==> src/rtl/pipeline_controller_pkg.sv <==
// Shared types for the pipeline controller: per-stage control pair, FSM states
// and the operand bypass source encoding.
package pipeline_controller_pkg;

    typedef struct packed {
        logic stall;
        logic flush;
    } StageCtrl;

    typedef enum logic [1:0] {
        RUN         = 2'd0,
        MULDIV_BUSY = 2'd1,
        MEM_WAIT    = 2'd2
    } CtrlState;

    typedef enum logic [1:0] {
        BYPASS_MA = 2'd0,
        BYPASS_WB = 2'd1,
        BYPASS_RF = 2'd2
    } BypassSrc;

endpackage

==> src/rtl/pipeline_controller_bypass_selector.sv <==
// Per-operand forwarding mux: memory-access result beats writeback result,
// which beats the register-file value. Register x0 is never forwarded.
module bypass_selector
    import pipeline_controller_pkg::*;
#(
    parameter int XLEN       = 32,
    parameter int REG_ADDR_W = 5
) (
    input  logic [REG_ADDR_W-1:0] rs_addr_i,
    input  logic [XLEN-1:0]       rf_data_i,
    input  logic [REG_ADDR_W-1:0] ma_rd_addr_i,
    input  logic                  ma_reg_write_i,
    input  logic [XLEN-1:0]       ma_result_i,
    input  logic [REG_ADDR_W-1:0] wb_rd_addr_i,
    input  logic                  wb_reg_write_i,
    input  logic [XLEN-1:0]       wb_result_i,
    output logic [XLEN-1:0]       data_o
);

    BypassSrc src;
    logic     rs_nonzero;

    assign rs_nonzero = (rs_addr_i != '0);

    always_comb begin
        src = BYPASS_RF;
        if (ma_reg_write_i && (ma_rd_addr_i == rs_addr_i) && rs_nonzero) begin
            src = BYPASS_MA;
        end else if (wb_reg_write_i && (wb_rd_addr_i == rs_addr_i) && rs_nonzero) begin
            src = BYPASS_WB;
        end
    end

    always_comb begin
        data_o = rf_data_i;
        case (src)
            BYPASS_MA: data_o = ma_result_i;
            BYPASS_WB: data_o = wb_result_i;
            default:   data_o = rf_data_i;
        endcase
    end

endmodule

==> src/rtl/pipeline_controller.sv <==
// Pipeline hazard controller: load-use bubbles, branch redirects, mul/div
// occupancy, data-memory wait states, operand forwarding and perf counters.
module pipeline_controller
    import pipeline_controller_pkg::*;
#(
    parameter int XLEN       = 32,
    parameter int REG_ADDR_W = 5,
    parameter int CNT_W      = 32
) (
    input  logic                  clk,
    input  logic                  rst,
    input  logic [REG_ADDR_W-1:0] decRs1Addr,
    input  logic [REG_ADDR_W-1:0] decRs2Addr,
    input  logic [REG_ADDR_W-1:0] exRs1Addr,
    input  logic [REG_ADDR_W-1:0] exRs2Addr,
    input  logic [XLEN-1:0]       exRs1Data,
    input  logic [XLEN-1:0]       exRs2Data,
    input  logic [REG_ADDR_W-1:0] exRdAddr,
    input  logic                  exRegWrite,
    input  logic                  exIsLoad,
    input  logic [REG_ADDR_W-1:0] maRdAddr,
    input  logic                  maRegWrite,
    input  logic [XLEN-1:0]       maResult,
    input  logic [REG_ADDR_W-1:0] wbRdAddr,
    input  logic                  wbRegWrite,
    input  logic [XLEN-1:0]       wbResult,
    input  logic                  exRedirect,
    input  logic [XLEN-1:0]       exRedirectPc,
    input  logic                  exMulDivStart,
    input  logic                  mulDivDone,
    input  logic                  maMemBusy,
    output logic [XLEN-1:0]       irregPc,
    output StageCtrl              fetchStage,
    output StageCtrl              decodeStage,
    output StageCtrl              executeStage,
    output StageCtrl              memoryAccessStage,
    output logic                  mulDivClear,
    output logic [XLEN-1:0]       bypassedRs1,
    output logic [XLEN-1:0]       bypassedRs2,
    output logic [CNT_W-1:0]      stallCycles,
    output logic [CNT_W-1:0]      flushCount
);

    CtrlState         state_q, state_d;
    logic             pending_q, pending_d;
    logic [CNT_W-1:0] stall_cnt_q, stall_cnt_d;
    logic [CNT_W-1:0] flush_cnt_q, flush_cnt_d;
    logic             redirect_taken;
    logic             load_use;
    logic             muldiv_active;

    assign load_use = exIsLoad && exRegWrite && (exRdAddr != '0) &&
                      ((exRdAddr == decRs1Addr) || (exRdAddr == decRs2Addr));

    // A mul/div is still occupying execute either in its own state or parked behind a memory wait.
    assign muldiv_active = (state_q == MULDIV_BUSY) || ((state_q == MEM_WAIT) && pending_q);

    always_comb begin
        state_d           = state_q;
        pending_d         = pending_q;
        fetchStage        = '0;
        decodeStage       = '0;
        executeStage      = '0;
        memoryAccessStage = '0;
        irregPc           = '0;
        mulDivClear       = 1'b0;
        redirect_taken    = 1'b0;

        if (maMemBusy) begin
            // Memory wait freezes everything, so a redirect or new mul/div start is held by execute.
            fetchStage.stall        = 1'b1;
            decodeStage.stall       = 1'b1;
            executeStage.stall      = 1'b1;
            memoryAccessStage.stall = 1'b1;
            state_d                 = MEM_WAIT;
            if (state_q == MULDIV_BUSY) begin
                pending_d = !mulDivDone;
            end else if ((state_q == MEM_WAIT) && mulDivDone) begin
                pending_d = 1'b0;
            end
        end else if (exRedirect) begin
            irregPc           = exRedirectPc;
            decodeStage.flush  = 1'b1;
            executeStage.flush = 1'b1;
            redirect_taken    = 1'b1;
            mulDivClear       = muldiv_active;
            pending_d         = 1'b0;
            state_d           = RUN;
        end else if (muldiv_active && !mulDivDone) begin
            fetchStage.stall        = 1'b1;
            decodeStage.stall       = 1'b1;
            executeStage.stall      = 1'b1;
            memoryAccessStage.flush = 1'b1;
            pending_d               = 1'b0;
            state_d                 = MULDIV_BUSY;
        end else begin
            pending_d = 1'b0;
            state_d   = RUN;
            if (load_use) begin
                fetchStage.stall   = 1'b1;
                decodeStage.stall  = 1'b1;
                executeStage.flush = 1'b1;
            end
            if ((state_q == RUN) && exMulDivStart) begin
                state_d = MULDIV_BUSY;
            end
        end
    end

    always_comb begin
        stall_cnt_d = stall_cnt_q + (fetchStage.stall ? CNT_W'(1) : CNT_W'(0));
        flush_cnt_d = flush_cnt_q + (redirect_taken ? CNT_W'(1) : CNT_W'(0));
    end

    always_ff @(posedge clk) begin
        if (rst) begin
            state_q     <= RUN;
            pending_q   <= 1'b0;
            stall_cnt_q <= '0;
            flush_cnt_q <= '0;
        end else begin
            state_q     <= state_d;
            pending_q   <= pending_d;
            stall_cnt_q <= stall_cnt_d;
            flush_cnt_q <= flush_cnt_d;
        end
    end

    assign stallCycles = stall_cnt_q;
    assign flushCount  = flush_cnt_q;

    bypass_selector #(.XLEN(XLEN), .REG_ADDR_W(REG_ADDR_W)) u_bypass_rs1 (
        .rs_addr_i      (exRs1Addr),
        .rf_data_i      (exRs1Data),
        .ma_rd_addr_i   (maRdAddr),
        .ma_reg_write_i (maRegWrite),
        .ma_result_i    (maResult),
        .wb_rd_addr_i   (wbRdAddr),
        .wb_reg_write_i (wbRegWrite),
        .wb_result_i    (wbResult),
        .data_o         (bypassedRs1)
    );

    bypass_selector #(.XLEN(XLEN), .REG_ADDR_W(REG_ADDR_W)) u_bypass_rs2 (
        .rs_addr_i      (exRs2Addr),
        .rf_data_i      (exRs2Data),
        .ma_rd_addr_i   (maRdAddr),
        .ma_reg_write_i (maRegWrite),
        .ma_result_i    (maResult),
        .wb_rd_addr_i   (wbRdAddr),
        .wb_reg_write_i (wbRegWrite),
        .wb_result_i    (wbResult),
        .data_o         (bypassedRs2)
    );

endmodule

==> config.mk <==
export PLATFORM = sky130hd
export DESIGN_NAME = pipeline_controller
export DESIGN_NICKNAME = d
export VERILOG_FILES = /design/src/rtl/pipeline_controller_pkg.sv /design/src/rtl/pipeline_controller_bypass_selector.sv /design/src/rtl/pipeline_controller.sv
export SDC_FILE = /design/constraint.sdc
export NUM_CORES = 1
export LEC_CHECK = 0
export ABC_AREA = 1
export BUFFER_PORTS_ARGS = -buffer_cell sky130_fd_sc_hd__buf_2
export CORE_AREA = 4 4 144 146
export CTS_CLUSTER_SIZE = 28
export DETAILED_ROUTE_END_ITERATION = 12
export DIE_AREA = 0 0 148 150
export GPL_ROUTABILITY_DRIVEN = 0
export GPL_TIMING_DRIVEN = 0
export SLEW_MARGIN = 20
export SYNTH_ARGS = -nofsm -noshare
export SYNTH_HDL_FRONTEND = slang
export SYNTH_SLANG_ARGS = --single-unit
export TNS_END_PERCENT = 5
==> constraint.sdc <==
create_clock -name clk -period 3 [get_ports clk]
set_clock_uncertainty 0.05 [all_clocks]
set_input_delay 0.9 -clock clk [delete_from_list [all_inputs] [get_ports clk]]
set_output_delay 0.9 -clock clk [all_outputs]
set_load 0.01 [all_outputs]
# After elaboration in Yosys (flattened, before gate mapping)
# Cells that the tools add are included.
dict set report totals {
  in_bits 205
  regBits 67
}
dict set report op_classes {
  n_eq_ne 10
  muxes 32
  reduce_logical 27
  addsub 2
  n_bitwise 1
}
# operator count
set op_table {}
lappend op_table {{32-bit case mux with 2 select lines} 2}
lappend op_table {{32-bit by 1-bit adder with 32-bit output} 2}
lappend op_table {{32-bit 2-to-1 mux} 2}
lappend op_table {{5-bit == test} 6}
lappend op_table {{1-bit 2-to-1 mux} 21}
lappend op_table {{1-bit logical AND} 15}
lappend op_table {{5-bit nonzero test} 3}
lappend op_table {{2-bit 2-to-1 mux} 7}
lappend op_table {{2-bit by 1-bit == test with 1-bit output, second input constant} 3}
lappend op_table {{2-bit logical NOT} 3}
lappend op_table {{3-bit OR reduction} 1}
lappend op_table {{2-bit == test, second input constant} 1}
lappend op_table {{1-bit logical OR} 2}
lappend op_table {{2-bit nonzero test} 1}
lappend op_table {{2-bit OR reduction} 1}
lappend op_table {{1-bit logical NOT} 1}
lappend op_table {{1-bit NOT} 1}

# Logic depth before layout (Yosys ltp)
dict set report depth {
  depth_word 9
  mapped_depth 20
  depth_no_buf 20
}

# Cells and area by module
# From an unflattened synthesis, not the netlist that was laid out.
dict set report hier_totals {
  hier_cells 1082
  area_unflattened_um2 6256.0
}
# module area_per_inst_um2 instances cells_per_inst
set by_module_without_submodules {}
lappend by_module_without_submodules {pipeline_controller 4063.9 1 666}
lappend by_module_without_submodules {bypass_selector 1096.1 2 208}

# Worst setup path after synthesis
# Ideal clock, no wire load.
dict set report synth_timing {
  kind {input-to-reg}
  from {input mulDivDone}
  to {register stall_cnt_q[22], in the netlist stallCycles[22]}
  arrival_time_ns 2.821
  required_time_ns 2.837
  path_slack_ns 0.016
  cell_stages 15
  n_path_buf 0
  path_cell_list {inv_1 > o21ai_0 > o21ai_0 > o21bai_1 > ha_1 > ha_1 > nand2_1 > inv_2 > nand2_2 > nor2_2 > nand2_1 > nor2_2 > nand2_1 > nor2_1 > nor2_1}
}
# item line_no
set synth_lines {}
lappend synth_lines {{start: declaration} pipeline_controller.sv:30} ;# input logic mulDivDone,
lappend synth_lines {{end signal: assignment} pipeline_controller.sv:124} ;# stall_cnt_q <= stall_cnt_d;
lappend synth_lines {{end: declaration} pipeline_controller.sv:46} ;# logic [CNT_W-1:0] stall_cnt_q, stall_cnt_d;

# Final worst setup path
dict set report layout_timing {
  from {input exRs2Addr[3]}
  to {output bypassedRs2[9]}
}
dict set report layout_via {
  elab_chain_len 7
  elab_cells_between_ends 12
  classes_between {eq/ne: 3; mux: 3; reduce/logical: 6}
}
# item line_no
set layout_rtl {}
lappend layout_rtl {{start: declaration} pipeline_controller.sv:15} ;# input logic [REG_ADDR_W-1:0] exRs2Addr,
lappend layout_rtl {{5-bit == test} pipeline_controller_bypass_selector.sv:29} ;# end else if (wb_reg_write_i && (wb_rd_addr_i == rs_addr_i) && rs_nonzero) begin
lappend layout_rtl {{1-bit logical AND (2 in series)} pipeline_controller_bypass_selector.sv:29}
lappend layout_rtl {{2-bit 2-to-1 mux} pipeline_controller_bypass_selector.sv:29}
lappend layout_rtl {{2-bit 2-to-1 mux *} pipeline_controller_bypass_selector.sv:27} ;# if (ma_reg_write_i && (ma_rd_addr_i == rs_addr_i) && rs_nonzero) begin
lappend layout_rtl {{2-bit by 1-bit == test with 1-bit output / 2-bit logical NOT (equally long branches)} pipeline_controller_bypass_selector.sv:36} ;# case (src)
lappend layout_rtl {{32-bit case mux with 2 select lines *} pipeline_controller_bypass_selector.sv:36}
lappend layout_rtl {{end: declaration} pipeline_controller.sv:39} ;# output logic [XLEN-1:0] bypassedRs2,
# Mark *: on every way between the ends. The rest lies on a longest branch, timed or not.

==> flow_metrics.env <==
export IMPL_outcome="finished, violations left"
export IMPL_failed_checks="setup timing"
export IMPL_max_cap_violations=0
export IMPL_powerDensity_nw_per_um2=276.6
export IMPL_rrSetupSlack_ps=380
export IMPL_synthXorXnorAreaFrac_pct=1.933
export IMPL_syn_inst=1063
export IMPL_syn2layout_area_growth_pct=73.59
export IMPL_grt_pass1_wl_um=45310
export IMPL_max_freq_mhz=322.3
export IMPL_numPortBuffers=369
export IMPL_hp_start="flushCount[31]$_SDFF_PP0_"
export IMPL_ant_nets=0
export IMPL_crit_arrival_ps=2150
export IMPL_critPathMaxStageDelay_ps=170
export IMPL_reg2reg_from="state_q[0]$_SDFF_PP0_"
export IMPL_yosys_area_top_type="nand3_1"
export IMPL_synth_top_family_by_area="simple AND/OR/NAND/NOR gates"
export IMPL_rsz0062_at_grt="yes"
export IMPL_tns_ps=-3423
export IMPL_path_class="primary input to output port"
export IMPL_cp_required_ps=2050
export IMPL_antenna_found_initial=2
export IMPL_dpl_instance_area_um2=8068
export IMPL_vias=8936
export IMPL_fp_row_count=51
export IMPL_hold_class="flip-flop to flip-flop"
export IMPL_htree_levels=3
export IMPL_final_min_period_over_clock_period_pct=103.4
export IMPL_synthTopCellsByArea="nand3_1 24%, dfxtp_1 23%, nand2_1 17%"
export IMPL_final_area_um2=10220
export IMPL_hpwl_um=23610
export IMPL_syn_area_per_cell_um2=5.540
export IMPL_drtIter0Drc=520
export IMPL_grt_pass1_vias=8407
export IMPL_synth_cell_types=29
export IMPL_worstPathMaxFanout=6
export IMPL_fp_dieH_um=150
export IMPL_post_route_worst_setup_slack_ps=-102.7
export IMPL_vdd_drop_max_mv=0.2417
export IMPL_final_cell_mix="322 x buf_2, 247 x nand2_1, 210 x nand3_1, 161 x nor2_1, 70 x inv_1"
export IMPL_clkSinkCount=67
export IMPL_synth_cell_area_um2=5889
export IMPL_cpMaxStageDelayCell="buf_4"
export IMPL_fin_nets=1698
export IMPL_crit_start="exRs2Addr[3]"
export IMPL_routed_via_density=5.080
export IMPL_fill_cells=1932
export IMPL_yosysWarnings=0
export IMPL_wl_per_cell_um=17.72
export IMPL_slew_headroom_pct=54.69
export IMPL_postLayoutCoreUtil_pct=52.70
export IMPL_worst_pin_slew_ps=679.6
export IMPL_finalMaxSlewViolations=0
export IMPL_die_x_um=148
export IMPL_core_um2=19400
export IMPL_cts_root_buf="clkbuf_16"
export IMPL_p_leak_nw=4.838
export IMPL_cts_hold_buffers=0
export IMPL_cts_tree="yes"
export IMPL_die_area_um2=22200
export IMPL_min_period_ps=3103
export IMPL_synthAdderAreaFrac_pct=0.8498
export IMPL_synth_top_area_share_pct=24.39
export IMPL_hold_violations=0
export IMPL_synth_simple_area_share_pct=58.53
export IMPL_clk_pin_slew_ps=50
export IMPL_ys_seq_area_share_pct=22.77
export IMPL_routed_wl_um=31160
export IMPL_clock_latency_ps=340
export IMPL_layout_drive_gt1_share_pct=41.29
export IMPL_worst_setup_path_start_kind="primary input"
export IMPL_numCtsBuffers=9
export IMPL_synth_ff_latch_count=67
export IMPL_critPathTopFamily="buffers and inverters"
export IMPL_crit_chain="buf_6, inv_4, a21oi_2, nand2_2, nor2_4, buf_12, nand2_8, buf_4, nand3_1, nand3_1, buf_2"
export IMPL_synth_fp_nets=1272
export IMPL_grt_overflow=0
export IMPL_setup_viol=64
export IMPL_cpMostUsedCell="nand3_1"
export IMPL_num_io_pins=374
export IMPL_cts_path_max_buffers=2
export IMPL_layout_commonest_cell="buf_2"
export IMPL_place_ws_ps=-514.6
export IMPL_drc=0
export IMPL_finalNonFillerCells=1759
export IMPL_synth_compound_area_share_pct=5.779
export IMPL_place_inst=1697
export IMPL_crit_buf_inv=5
export IMPL_critPathCaptureType="output port"
export IMPL_grt_max_degree=11
export IMPL_initial_utilization_pct=30.36
export IMPL_drt_first_pass_iters=5
export IMPL_track_usage_pct=25.75
export IMPL_synthMuxAreaShare_pct=0
==> cells by family after synthesis <==
family	count (synthesis)
fa+ha+maj	4
other cells	1
compound gates	64
flops	67
simple gates	776
buf+inv	138
xor+xnor	13
==> sequential cells by signal, indices dropped and copies added, names as in the netlist <==
name	cells
state_q	2
flushCount	32
stallCycles	32
pending_q	1
==> path summary, 6_finish.rpt <==
kind | end | cells past startpoint
worst min-delay path | flushCount[31]$_SDFF_PP0_ | 2
worst min register to register | flushCount[31]$_SDFF_PP0_ | 2
worst max register to register | stallCycles[26]$_SDFF_PP0_ | 16
worst max-delay path | bypassedRs2[9] | 11
==> layout make-up <==
type,instances,area (um^2),share of cell area [%]
Multi-Input combinational cell,861,4696,45.93
Timing Repair Buffer,413,2711,26.52
Sequential cell,67,1341,13.12
Buffer,54,531.8,5.201
Tap cell,265,331.6,3.243
Inverter,83,319.1,3.121
Clock buffer,13,280.3,2.741
Clock inverter,1,7.507,0.07343
Antenna cell,2,5.005,0.04895
==> metal layers <==
layer  global-route usage [%]  vias up  routed length, um
li1                         -     4353                  -
met1                    30.43     4018              12150
met2                    43.87      462              14980
met3                    6.693      103               2608
met4                    11.69        0               1417
met5                        0        -                  0
==> Yosys cell counts <==
cell	n
o21a_1	3
and3_1	1
inv_2	11
nor3_1	10
and2_1	1
nor2_2	10
o21bai_1	3
dfxtp_1	67
buf_1	1
a21oi_1	39
o21ai_0	17
nor2_4	6
nor2_1	171
nand2_1	263
a211oi_1	2
buf_4	10
nand3b_1	12
xnor2_1	9
ha_1	4
clkbuf_1	14
conb_1	1
nand4_1	8
xor2_1	4
inv_1	72
nand2_4	1
nand2_2	5
or2_0	1
buf_2	30
nand3_1	287
==> worst min-delay path: stages, from the launching register on <==
cell and delay [ps]:
dfxtp_1 310, nand2_1 60, a21oi_1 50
==> per-stage QoR <==
stage / hold slack (ps) / power (mW)
2_1_floorplan: 430.4 / 1.229
3_3_place_gp: 412.6 / 1.577
3_5_place_dp: 412.5 / 1.580
4_1_cts: 421.0 / 2.759
5_1_grt: 445.3 / 2.942
6_report: 418.5 / 2.828
==> where the power goes <==
group	internal [mW]	switching (mW)	total (mW)
clock network	0.640	0.374	1.01
registers	0.897	0.00454	0.901
logic	0.422	0.491	0.913
==> repair_timing <==
item                       4_1_cts  5_1_grt
buffers inserted                23        8
resized for setup              213      106
setup endpoints to repair       73       93
cloned                          14        4
pin swaps                       41       39
No activity file was read; power rests on OpenSTA's default activity.
